### config.mk
export PLATFORM = sky130hd
export DESIGN_NAME = roclk_feed_ctrl
export DESIGN_NICKNAME = d
export VERILOG_FILES = /design/src/rtl/roclk_feed_ctrl.sv
export SDC_FILE = /design/constraint.sdc
export NUM_CORES = 1
export LEC_CHECK = 0
export CELL_PAD_IN_SITES_DETAIL_PLACEMENT = 1
export CELL_PAD_IN_SITES_GLOBAL_PLACEMENT = 2
export CORE_MARGIN = 5
export CORE_UTILIZATION = 28
export DETAILED_ROUTE_END_ITERATION = 16
export PLACE_DENSITY_LB_ADDON = 0.1
export SYNTH_ARGS = -nofsm -noshare
export SYNTH_HDL_FRONTEND = slang
export SYNTH_SLANG_ARGS = --single-unit
### constraint.sdc
create_clock -name clk -period 1.6 [get_ports clk]
set_input_delay 0.32 -clock clk [delete_from_list [all_inputs] [get_ports clk]]
set_output_delay 0.32 -clock clk [all_outputs]
set_load 0.005 [all_outputs]
### src/rtl/roclk_feed_ctrl.sv
`default_nettype none
// ============================================================================
// roclk_feed_ctrl : feeds a serial feature stream into a sequential BNN core,
// restarts it, waits a fixed run time and hands the prediction downstream.
// Revision: 1.0
// ============================================================================
module roclk_feed_ctrl #(
  parameter int FEAT_CNT   = 4,
  parameter int FEAT_BITS  = 4,
  parameter int CLASS_CNT  = 4,
  parameter int RUN_CYCLES = 8
) (
  input  logic                          clk,
  input  logic                          rst,
  input  logic                          in_valid,
  output logic                          in_ready,
  input  logic [FEAT_BITS-1:0]          in_data,
  output logic [FEAT_CNT*FEAT_BITS-1:0] core_features,
  output logic                          core_rst,
  input  logic [$clog2(CLASS_CNT)-1:0]  core_prediction,
  output logic                          out_valid,
  input  logic                          out_ready,
  output logic [$clog2(CLASS_CNT)-1:0]  out_class
);

  localparam int IDX_W = (FEAT_CNT > 1) ? $clog2(FEAT_CNT) : 1;
  localparam int RUN_W = $clog2(RUN_CYCLES + 1);
  localparam logic [IDX_W-1:0] LAST_IDX = IDX_W'(FEAT_CNT - 1);
  localparam logic [RUN_W-1:0] LAST_RUN = RUN_W'(RUN_CYCLES - 1);

  typedef enum logic [1:0] {
    LOAD = 2'd0,
    KICK = 2'd1,
    RUN  = 2'd2,
    DONE = 2'd3
  } state_t;

  state_t           state, state_nxt;
  logic [IDX_W-1:0] feat_idx, feat_idx_nxt;
  logic [RUN_W-1:0] run_cnt, run_cnt_nxt;
  logic             accept;
  logic             capture;

  always_comb begin
    state_nxt    = state;
    feat_idx_nxt = feat_idx;
    run_cnt_nxt  = run_cnt;
    capture      = 1'b0;
    accept       = 1'b0;
    in_ready     = 1'b0;
    out_valid    = 1'b0;
    case (state)
      LOAD: begin
        in_ready = !rst;
        accept   = in_valid && !rst;
        if (in_valid) begin
          if (feat_idx == LAST_IDX) begin
            feat_idx_nxt = '0;
            state_nxt    = KICK;
          end else begin
            feat_idx_nxt = feat_idx + 1'b1;
          end
        end
      end
      KICK: begin
        run_cnt_nxt = '0;
        state_nxt   = RUN;
      end
      RUN: begin
        // The final RUN cycle is the one whose closing edge latches the result.
        if (run_cnt == LAST_RUN) begin
          run_cnt_nxt = '0;
          capture     = 1'b1;
          state_nxt   = DONE;
        end else begin
          run_cnt_nxt = run_cnt + 1'b1;
        end
      end
      DONE: begin
        out_valid = !rst;
        if (out_ready) begin
          state_nxt = LOAD;
        end
      end
      default: state_nxt = LOAD;
    endcase
  end

  always_ff @(posedge clk) begin
    if (rst) begin
      state     <= LOAD;
      feat_idx  <= '0;
      run_cnt   <= '0;
      out_class <= '0;
    end else begin
      state    <= state_nxt;
      feat_idx <= feat_idx_nxt;
      run_cnt  <= run_cnt_nxt;
      if (capture) begin
        out_class <= core_prediction;
      end
    end
  end

  genvar k;
  generate
    for (k = 0; k < FEAT_CNT; k++) begin : g_slice
      always_ff @(posedge clk) begin
        if (rst) begin
          core_features[k*FEAT_BITS +: FEAT_BITS] <= '0;
        end else if (accept && (feat_idx == IDX_W'(k))) begin
          core_features[k*FEAT_BITS +: FEAT_BITS] <= in_data;
        end
      end
    end
  endgenerate

  assign core_rst = rst || (state == KICK);

endmodule
`default_nettype wire

==> summary.md <==
| Metric | Value |
|---|---|
| Sequential-to-total area share from yosys stat | `44.7%` |
| Syn_nets | `139` |
| Num rows | `23` |
| Clock Sinks | `26` |
| Final Hold Fails | `0` |
| Placed cell area | `0.00159 mm2` |
| EDFF count, synth | `0` |
| I/O pins | `31` |
| Commonest cells post-synth | `dfxtp_1 (26), mux2i_1 (20), nor2_1 (20)` |
| Most frequent cell after synthesis | `dfxtp_1` |
| Post-DP HPWL | `2150 um` |
| Worst slew pin tran | `0.447 ns` |
| GP Congestion | `0.762` |
| Clk Latency, worst-skew pair | `0.27 ns` |
| Inserted Clock Buffers | `3` |
| Layout cell share with drive strength beyond 1 | `15.0%` |
| Vias in the first global route | `1049` |
| Outcome | `completed` |
| DRC | `0` |
| Fin cells | `210` |
| Met2 GRT Util | `19.9%` |
| Hold Startpoint | `run_cnt[1]` |
| RSZ-0062 raised after global routing | `false` |
| Met1 Usage GRT | `13.7%` |
| Startpoint Class | `register` |
| Worst endpoint required time | `1.28 ns` |
| Final Max Slew Viols | `0` |
| R2R cell count | `5` |
| Layout Skew | `0.00246 ns` |
| First-pass GRT wire length | `4820 um` |
| Via count | `960` |
| Final Instance Area | `0.00166 mm2` |
| Area share of the largest cell type after synthesis | `44.7%` |
| Initial antenna violation count | `0` |
| Wire length per cell | `13.7 um` |
| Final Critical Period | `1.51 ns` |
| Met3 usage | `3.11%` |
| Core ar. | `0.00403 mm2` |
| Synthesized area | `0.00116 mm2` |
| Fin nets | `181` |
| Die Y | `74.5 um` |
| Final period util | `94.4%` |
| Setup violators final | `0` |
| Crit. End Element | `primary output` |
| Die Wd | `74.5 um` |
| Die area | `0.00555 mm2` |
| CP Max Fanout | `3` |
| Endpoint, Worst Hold | `run_cnt[1]` |
| CTS Root Cell | `clkbuf_8` |
| Top cells by area, synth | `dfxtp_1 (45%), mux2i_1 (17%), ha_1 (11%)` |
| Reg clk slew, reported paths | `0.09 ns` |
| Initial Util | `28.9%` |
| Synth Warn # | `0` |
| Final ANT Viol Nets | `0` |
| Seq cells post-synth | `26` |
| Setup slack, reg-to-reg | `0.12 ns` |
| CTS tree | `yes` |
| R2R Path Start | `state[0]` |
| CTS Buffer Depth | `2` |
| 1st-pass router iterations | `4` |
| Pin count of the biggest net entering global routing | `28` |
| Synth async-reset ratio | `0%` |
| 1st-iter DRT viols | `31` |
| I/O Buffers | `30` |
| Total congestion overflow | `0` |
| Area leader, netlist | `dfxtp_1` |
| Fmax | `662 MHz` |
| Ys flop type | `dfxtp_1` |
| Max IR drop VDD | `0.000426 V` |
| Number of max-cap violations | `0` |
| Relative slew margins | `69.4%` |
| Hold Buf Count CTS | `0` |
| Worst hold path depth | `2` |
| WS Path Type | `reg -> out` |
| Placed cell count | `205` |
| Syn Area/Cell | `9.78 um2` |
| Static Leak | `0.760 nW` |
| CP Data Arrival Time | `1.19 ns` |
| Total GRT Usage | `11.4%` |
| Vias per cell | `4.57` |
| Most Crowded Layer GR | `met2` |
| Worst hold slack | `0.489 ns` |
| WL final | `2880 um` |
| Worst reg2reg endpoint | `state[0]` |
| H-tree depth | `1` |
| Synth unique cells | `23` |
| Mapped Cells | `119` |
| Synth-to-layout area growth | `42.3%` |
| Inserted Diodes | `0` |
| Power per cell area | `1120 mW/mm2` |
| Hold Crit Class | `reg -> reg` |
[where the power goes]
part	leakage [nW]	total [mW]	internal [mW]	switching, mW
Combinational	0.512	0.548	0.293	0.254
Sequential	0.212	0.766	0.716	0.0499
Clock	0.0357	0.544	0.334	0.210
[through the flow]
step	setup TNS [ns]	worst slack, ns	util, %	power, mW
after floorplan	0	0.222	-	1.08
after global placement	-0.575	-0.250	39.4	1.31
after detailed placement	-0.566	-0.266	39.4	1.33
after CTS	-0.0178	-0.0178	41.2	1.88
after global routing	0	0.0138	41.1	1.98
final	0	0.0901	41.1	1.86
[kinds of logic after synthesis]
family	after synthesis	synth area share [%]
simple gates	42	17.1
fa+ha+maj	10	10.8
flops	26	44.7
mux	20	17.2
xor+xnor	2	1.51
buf+inv	10	3.44
compound gates	9	5.27
[what timing repair did]
item                       in CTS  in global routing
setup endpoints to repair       3                  3
resized for setup               9                  5
setup buffers                   0                  1
[layer usage]
| metal | routed length [um] | part of all wire, % |
|---|---|---|
| met5 | 0 | 0 |
| met3 | 158 | 5.5 |
| met4 | 20 | 0.70 |
| met2 | 1370 | 48 |
| met1 | 1320 | 46 |
[sequential cells by signal, indices dropped and copies added (netlist names)]
name,count
run_cnt,4
state,2
core_features,16
out_class,2
feat_idx,2
[cell usage in the layout (no fill, tap or decap), drive strengths merged, types with 2 or more instances in the layout]
cell	n
nor2	20
ha	10
nor2b	4
nand2	5
mux2i	20
nand3	6
dfxtp	26
a211oi	3
nand2b	2
nand4b	2
inv	5
clkdlybuf4s50	26
clkbuf	6
a21oi	3
buf	12
[worst max-delay path, stage by stage, from the launching register on]
cell      delay, ns
dfxtp_2        0.34
inv_2          0.05
ha_1           0.16
or2_2          0.26
clkbuf_2       0.11
[area by class of cell]
class | count | area [um2]
Fill cell | 474 | 2370
Multi-Input combinational cell | 83 | 606
Sequential cell | 26 | 523
Timing Repair Buffer | 42 | 374
Tap cell | 50 | 62.6
Clock buffer | 3 | 41.3
Clock inverter | 1 | 30.0
Inverter | 5 | 18.8
[worst max-delay path by stage]
stage | to | startpoint | cells past startpoint | slack (ns)
3_3_place_gp | core_rst | rst | 3 | -0.25
5_1_grt | state[0] | state[0] | 5 | 0.01
3_5_place_dp | core_rst | rst | 3 | -0.27
6_report | core_rst | state[1] | 4 | 0.09
4_1_cts | core_rst | state[1] | 4 | -0.02
2_1_floorplan | state[0] | state[0] | 5 | 0.22
Note: power is estimated with default switching activity, not from simulation.
